<file path="src/rtl/cpu_pkg.sv">
// cpu_pkg: shared definitions for the multicycle CPU divide path.
//   div_state_e      : divider FSM state encoding
//   DIV_LATENCY      : edges from the accepting edge to the DivStop cycle (normal divide)
//   DIV_ZERO_LATENCY : same, for divide-by-zero
package cpu_pkg;
  localparam int DIV_WIDTH        = 32;
  localparam int DIV_LATENCY      = 34;
  localparam int DIV_ZERO_LATENCY = 1;

  typedef enum logic [2:0] {
    IDLE = 3'd0,
    RUN  = 3'd1,
    SIGN = 3'd2,
    DONE = 3'd3,
    ZERO = 3'd4
  } div_state_e;
endpackage

</file>
<file path="src/rtl/div_step.sv">
// div_step: one combinational restoring-division iteration on magnitudes.
//   rem_in  : partial remainder (always < divisor)
//   quo_in  : dividend/quotient shift register; its MSB feeds the remainder
//   divisor : divisor magnitude
//   rem_out : new partial remainder
//   quo_out : quo_in shifted left with the new quotient bit in the LSB
module div_step #(
  parameter int WIDTH = 32
) (
  input  logic [WIDTH-1:0] rem_in,
  input  logic [WIDTH-1:0] quo_in,
  input  logic [WIDTH-1:0] divisor,
  output logic [WIDTH-1:0] rem_out,
  output logic [WIDTH-1:0] quo_out
);
  logic [WIDTH:0] shifted;
  logic [WIDTH:0] trial;

  // One extra bit so a divisor magnitude of 2^(WIDTH-1) cannot overflow the compare.
  assign shifted = {rem_in, quo_in[WIDTH-1]};
  assign trial   = shifted - {1'b0, divisor};

  // trial MSB set means the subtraction went negative: restore.
  assign rem_out = trial[WIDTH] ? shifted[WIDTH-1:0] : trial[WIDTH-1:0];
  assign quo_out = {quo_in[WIDTH-2:0], ~trial[WIDTH]};
endmodule

</file>
<file path="src/rtl/div_seq.sv">
// div_seq: sequential signed divider (MIPS DIV: LO = quotient, HI = remainder).
// Restoring radix-2 on magnitudes, one quotient bit per cycle, then sign fix-up.
// Ports:
//   clk, reset   : clock; synchronous active-low reset
//   DivCtrl      : start request, accepted only in IDLE
//   A, B         : dividend / divisor, captured on the accepting edge
//   DivUnsigned  : (only with DIV_UNSIGNED_EN) 1 = unsigned divide, captured with DivCtrl
//   DivBusy      : high from the edge after acceptance through the DivStop cycle
//   DivStop      : one-cycle done pulse
//   DivZero      : one-cycle pulse with DivStop when B == 0
//   DivHOut      : remainder, held until the next completed divide
//   DivLOut      : quotient, held until the next completed divide
// Build option: define DIV_UNSIGNED_EN to add the DivUnsigned port.
module div_seq
  import cpu_pkg::*;
#(
  parameter int WIDTH = 32
) (
  input  logic             clk,
  input  logic             reset,
  input  logic             DivCtrl,
  input  logic [WIDTH-1:0] A,
  input  logic [WIDTH-1:0] B,
`ifdef DIV_UNSIGNED_EN
  input  logic             DivUnsigned,
`endif
  output logic             DivBusy,
  output logic             DivStop,
  output logic             DivZero,
  output logic [WIDTH-1:0] DivHOut,
  output logic [WIDTH-1:0] DivLOut
);
  localparam int CW = $clog2(WIDTH);

  div_state_e       state_q;
  logic [CW-1:0]    cnt_q;
  logic [WIDTH-1:0] rem_q, quo_q, dvs_q;
  logic [WIDTH-1:0] hi_q, lo_q;
  logic             rneg_q, qneg_q;
  logic             busy_q, stop_q, zero_q;

  logic             sgn_mode;
  logic             a_neg, b_neg;
  logic [WIDTH-1:0] a_mag, b_mag;
  logic [WIDTH-1:0] rem_d, quo_d;

`ifdef DIV_UNSIGNED_EN
  assign sgn_mode = ~DivUnsigned;
`else
  assign sgn_mode = 1'b1;
`endif

  // Magnitude of 0x80000000 is 0x80000000 read as unsigned, so WIDTH bits suffice.
  assign a_neg = sgn_mode & A[WIDTH-1];
  assign b_neg = sgn_mode & B[WIDTH-1];
  assign a_mag = a_neg ? -A : A;
  assign b_mag = b_neg ? -B : B;

  div_step #(.WIDTH(WIDTH)) u_step (
    .rem_in (rem_q),
    .quo_in (quo_q),
    .divisor(dvs_q),
    .rem_out(rem_d),
    .quo_out(quo_d)
  );

  always_ff @(posedge clk) begin
    if (!reset) begin
      state_q <= IDLE;
      cnt_q   <= '0;
      rem_q   <= '0;
      quo_q   <= '0;
      dvs_q   <= '0;
      hi_q    <= '0;
      lo_q    <= '0;
      rneg_q  <= 1'b0;
      qneg_q  <= 1'b0;
      busy_q  <= 1'b0;
      stop_q  <= 1'b0;
      zero_q  <= 1'b0;
    end else begin
      case (state_q)
        IDLE: begin
          if (DivCtrl) begin
            dvs_q   <= b_mag;
            quo_q   <= a_mag;
            rem_q   <= '0;
            rneg_q  <= a_neg;
            qneg_q  <= a_neg ^ b_neg;
            cnt_q   <= CW'(WIDTH - 1);
            busy_q  <= 1'b1;
            state_q <= (B == '0) ? ZERO : RUN;
          end
        end
        RUN: begin
          rem_q <= rem_d;
          quo_q <= quo_d;
          cnt_q <= cnt_q - 1'b1;
          if (cnt_q == '0) state_q <= SIGN;
        end
        SIGN: begin
          lo_q    <= qneg_q ? -quo_q : quo_q;
          hi_q    <= rneg_q ? -rem_q : rem_q;
          state_q <= DONE;
        end
        // DONE/ZERO are held across the pulse cycle so a start request
        // arriving together with DivStop is not accepted.
        DONE: begin
          if (!stop_q) begin
            stop_q <= 1'b1;
          end else begin
            stop_q  <= 1'b0;
            busy_q  <= 1'b0;
            state_q <= IDLE;
          end
        end
        ZERO: begin
          if (!stop_q) begin
            stop_q <= 1'b1;
            zero_q <= 1'b1;
          end else begin
            stop_q  <= 1'b0;
            zero_q  <= 1'b0;
            busy_q  <= 1'b0;
            state_q <= IDLE;
          end
        end
        default: state_q <= IDLE;
      endcase
    end
  end

  assign DivBusy = busy_q;
  assign DivStop = stop_q;
  assign DivZero = zero_q;
  assign DivHOut = hi_q;
  assign DivLOut = lo_q;
endmodule

</file>
<file path="config.mk">
export PLATFORM = sky130hd
export DESIGN_NAME = div_seq
export DESIGN_NICKNAME = d
export VERILOG_FILES = /design/src/rtl/cpu_pkg.sv /design/src/rtl/div_step.sv /design/src/rtl/div_seq.sv
export SDC_FILE = /design/constraint.sdc
export NUM_CORES = 1
export LEC_CHECK = 0
export ABC_AREA = 1
export ABC_CLOCK_PERIOD_IN_PS = 3600
export CORE_UTILIZATION = 40
export CTS_CLUSTER_SIZE = 40
export DETAILED_ROUTE_END_ITERATION = 8
export GPL_ROUTABILITY_DRIVEN = 1
export PLACE_DENSITY = 0.67
export SYNTH_ARGS = -nofsm -noshare
export SYNTH_HDL_FRONTEND = slang
export SYNTH_HIERARCHICAL = 1
export SYNTH_SLANG_ARGS = --single-unit
</file>
<file path="constraint.sdc">
create_clock -name clk -period 3.6 [get_ports clk]
set_input_delay 0.54 -clock clk [delete_from_list [all_inputs] [get_ports clk]]
set_output_delay 0.54 -clock clk [all_outputs]
set_load 0.01 [all_outputs]
</file>
# --- Yosys cells after proc, flatten, opt, wreduce, memory -nomap -nowiden ---
# Index checks and enable logic that the tools add are counted.
word_totals:
  ff_bits: 173
  output_inout_bits: 67
classes:
  add_sub_neg: 6
  eq_ne: 7
  muxes: 20
  bitwise_logic: 2
  n_reduce_logical: 10
ops:
  columns: ["op", "n"]
  rows:
  - ["$mux W32", 7]
  - ["$neg A32 Y32", 4]
  - ["$pmux W32 S2", 2]
  - ["$sub A33 B32 Y33", 1]
  - ["$logic_not A32 Y1", 1]
  - ["$mux W3", 4]
  - ["$pmux W3 S4", 1]
  - ["$pmux W5 S2", 1]
  - ["$eq A3 B2 Y1 const B", 2]
  - ["$reduce_and A3 Y1", 2]
  - ["$logic_not A5 Y1", 1]
  - ["$mux W5", 1]
  - ["$sub A5 B1 Y5 const B", 1]
  - ["$ne A2 B2 Y1 const B", 2]
  - ["$reduce_and A2 Y1", 2]
  - ["$reduce_bool A2 Y1", 2]
  - ["$eq A3 B1 Y1 const B", 1]
  - ["$eq A3 B3 Y1 const B", 1]
  - ["$logic_not A3 Y1", 1]
  - ["$mux W1", 3]
  - ["$ne A2 B1 Y1 const B", 1]
  - ["$pmux W1 S2", 1]
  - ["$reduce_or A2 Y1", 1]
  - ["$not A1 Y1", 1]
  - ["$xor A1 B1 Y1", 1]

# --- Depth between registers and ports, before layout ---
logic_depth:
  word_depth: 4
  depth_mapped: 19

# --- Cells and area by module ---
# Netlist, hierarchy kept.
by_module_without_submodules:
  columns: ["module", "instances", "cells_each", "area_each_um2", "seq_area_each_um2"]
  rows:
  - ["div_seq", 1, 1571, 10077.2, 3463.3]
  - ["div_step", 1, 711, 3383.2, 0.0]

# --- Worst setup path before layout ---
# Ideal clock, no wire load.
synth_path:
  path_kind: "reg-to-reg"
  start: "reg quo_q[31]"
  end: "reg rem_q[27]"
  setup_time_ps: 70
  arrival_ps: 2130
  required_time_ps: 3530
  setup_slack_ps: 1399
  path_stages_with_launch: 20
  path_buffers: 1
  period_less_slack_ps: 2201
  cell_sequence: "dfxtp_1 inv_1 ha_1 fa_1 inv_1 nand2_1 nand2_1 nand3_1 nand2_2 nand2_1 nand2_2 nand2_2 nand2_2 nand2_2 nand2_4 buf_4 nand2_1 nand2_1 nand2_1 a21oi_1"
synth_between:
  elab_chain_len: 3
synth_rtl:
  columns: ["element", "line_no", "text"]
  rows:
  - ["start: declaration", "div_seq.sv:37", "logic [WIDTH-1:0] rem_q, quo_q, dvs_q;"]
  - ["start signal: assignment", "div_seq.sv:86", "quo_q <= a_mag;"]
  - ["start signal: assignment", "div_seq.sv:97", "quo_q <= quo_d;"]
  - ["$sub A33 B32 Y33", "div_step.sv:21", "assign trial = shifted - {1'b0, divisor};"]
  - ["$mux W32", "div_step.sv:24", "assign rem_out = trial[WIDTH] ? shifted[WIDTH-1:0] : trial[WIDTH-1:0];"]
  - ["via rem_d[27]", "div_seq.sv:45", "logic [WIDTH-1:0] rem_d, quo_d;"]
  - ["$pmux W32 S2", "div_seq.sv:82", "case (state_q)"]
  - ["end signal: assignment", "div_seq.sv:96", "rem_q <= rem_d;"]
  - ["end: declaration", "div_seq.sv:37", null]
# The timed path passes the listed nets, and every way through them passes these cells.
# A chain may end at the register's enable or synchronous reset.

# --- Worst setup path in the final report ---
layout_path:
  start: "reg quo_q[31]"
  end: "reg rem_q[9]"
# Same word-level chain as after synthesis.

==> impl_results.md <==
* Gr usage total at 0.261
* Average via count per standard cell at just over 5
* Input/output buffers at 133
* Crit path max fanout at 33
* Worst Setup End Kind: flop
* Distinct cells, synth at 48
* Post-Synth Simple-Gate Area at 0.376
* Top FF cell, synth: dfxtp_1
* Hold_buf cts at 0
* Largest family of logic cells by synthesized area: simple AND/OR/NAND/NOR gates
* Post-synthesis mux area share at 0
* Synth Area per Inst at 5.90 um2
* Post-DRT Antenna Nets at 0
* Post-route minimum period at between 2 and 3 ns
* Critical path buffers and inverters at 2
* Count leader, synth: nand2_1
* Max_slew headroom at 0.288
* Worst vdd ir at 0.802 mV
* Vias in the first global route at 13107
* GP Congestion at about 0.97
* Most area-consuming cells after synthesis: dfxtp_1 (26%), nand2_1 (20%), inv_1 (8.9%), nor2_1 (6.0%), nand3_1 (5.9%)
* Highest Clock Rate at between 0.3 and 0.4 GHz
* Area share of the largest cell type after synthesis at 0.257
* WL/cell at 15.7 um
* DIE HEIGHT at 185 um
* Fill cell count at 3498
* Net count after synthesis at 2387
* Most used cell, CP: nand2_1
* EDFF count, synth at 0
* CP max stage delay at 0.47 ns
* Commonest cells in the netlist: nand2_1 (730), inv_1 (318), nor2_1 (214)
* 1st-iter DRT viols at about 1200
* Antenna violations before repair at 0
* Final setup vio count at 0
* Ant diodes at 0
* Final Hold Fails at 0
* Final nets at 2452
* Hold WS at 0.466 ns
* Register bit count reported by yosys at 173
* Critical path launch point type: flop
* Number of top-level pins at approximately 130
* Post-synthesis adder-cell area fraction at 0.0359
* CTS tree: built
* Starting Density at 0.411
* Clock root cell: clkbuf_16
* Vias at between 10000 and 15000
* Maximum clock insertion buffer count at 2
* Dpl hpwl at 34700 um
* Crit path max-delay cell type: fa_1
* Total length of routed wires at 44000 um
* Worst hold path type: reg2reg
* Tightest Pin Transition at 1.07 ns
* Core area at ~33000 um2
* Post-synthesis sequential area ratio at 0.257
* Reg-to-reg setup timing slack at 0.88 ns
* Max Cap Viol at 0
* Worst Skew at 0.0182 ns
* Global-route wire length before repair at roughly 70000 um
* Grt total ovfl at 0
* Compound-Gate Fraction of Synth Area at 0.147
* Router iterations before antenna repair at 5
* Largest net degree at the start of global routing at 125
* Share of cells above drive strength 1 at 0.0403
* Inst Count DP at between 2000 and 3000
* Setup TNS at 0 ns
* Drc violations at 0
* DIE WIDTH at 185 um
* Final period util at 0.756
* Status: completed
* Post-CTS resize count at 0
* CP top delay family: simple AND/OR/NAND/NOR gates
* Setup CP Type: reg2reg
* Cell Area, Synth at roughly 13000 um2
* Synth area leader: dfxtp_1
* Area grow syn2layout at 15.1%
* Setup bufs post-CTS at 0
* Worst setup margin at approximately 0.88 ns
* Clock transition at path regs at around 0.070 ns
* RSZ-0062 raised after global routing: no
* Leakage power at between 7 and 8 nW
* Yosys warnings at 6
* Clock sinks at 173
* Critical-path cell list: inv_1, ha_1, fa_1, inv_1, nand2_1, nand2_1, nand3_1, nand2_2, nand2_1, nand2_2, nand2_2, nand2_2, nand2_2, nand2_4, nand2_1, nand2_1, nand2_1, a21oi_1
* Worst EP arrival at between 3 and 4 ns
* Worst-Skew Late Latency at 0.44 ns
* FP Rows at 66
* H-tree depth at 4
* Required @ worst endpoint at 3.96 ns
* Total CTS buffers at 17
* Post-route insts no fill at roughly 2800
* Cells after Synth at 2282
* Pre-CTS setup slack at 0.963 ns
* Pwr dens at 1140 nW/um2
* Slew Limit Fails at 0
* Synth Area in XOR/XNOR at 0.0488
* Asr flop ratio synth at 0
* DIE AREA at 34400 um2
area by class of cell:
class / instances / area (um2) / share of cell area
clock buffer: 17 / 425 / 0.0275
clock inverter: 15 / 144 / 0.00928
inverter: 324 / 1220 / 0.0785
multi-input combinational: 1677 / 8190 / 0.528
sequential: 173 / 3460 / 0.223
tap: 442 / 553 / 0.0357
timing repair buffer: 154 / 1510 / 0.0974
logic make-up after synthesis:
kind of cell	count (synthesis)
xor+xnor	75
flops	173
buf+inv	432
fa+ha+maj	38
simple gates	1215
compound gates	349
placed cells by master (no fill, tap or decap), types with 12 or more instances in the layout:
master,synthesis,routed
ha_1,37,37
nand2_1,730,730
nor2_1,214,214
o21ai_0,109,109
clkbuf_16,0,17
a31oi_1,25,25
nor3_1,28,28
o21a_1,26,26
o211ai_1,12,12
nand4_1,34,34
nand3_1,158,158
dfxtp_1,173,173
nand2_2,13,13
clkdlybuf4s50_1,0,132
o21bai_1,16,16
buf_4,36,19
xor2_1,66,66
inv_1,318,317
a21oi_1,141,141
routing by layer:
layer	vias to the layer above	global-route usage	wire (um)
met5	-	0	0
met4	0	0.0860	1230
met3	59	0.0320	2330
met2	442	0.411	19300
met1	6452	0.366	21100
li1	7353	-	-
metrics by stage:
stage | cell area [um2] | power (mW) | utilization
finish | 15500 | 17.7 | 0.473
global route | 15500 | 19.5 | 0.473
CTS | 15500 | 17.7 | 0.473
detailed placement | 14900 | 15.8 | 0.455
global placement | 14900 | 15.7 | 0.455
floorplan | 13500 | 12.6 | -
flip-flops by register name, summed over array words and instances (netlist names):
name     cells
DivBusy      1
DivHOut     32
DivLOut     32
DivStop      1
DivZero      1
cnt_q        5
dvs_q       32
qneg_q       1
quo_q       32
rem_q       32
rneg_q       1
state_q      3
worst reg2reg max path: cells and delay by family (launching register included):
kind,cells,cell delay [ns]
adders and majority gates,2,0.69
and+or+nand+nor,13,1.25
DFF,1,0.35
buffers and inverters,2,0.19
AOI/OAI and AO/OA,1,0.19
power by group:
part,leakage [nW],internal [mW],switching [mW]
logic,5.76,4.29,8.45
clock network,0.274,0.920,0.875
registers,1.42,2.53,0.675
path summary, 6_finish.rpt:
path,from,to,cells after the start
worst max-delay path,quo_q[31],rem_q[9],18
worst min-delay path,DivBusy,DivBusy,2
worst max register to register,quo_q[31],rem_q[9],18
worst min register to register,DivBusy,DivBusy,2
(Power assumes the default switching activity.)
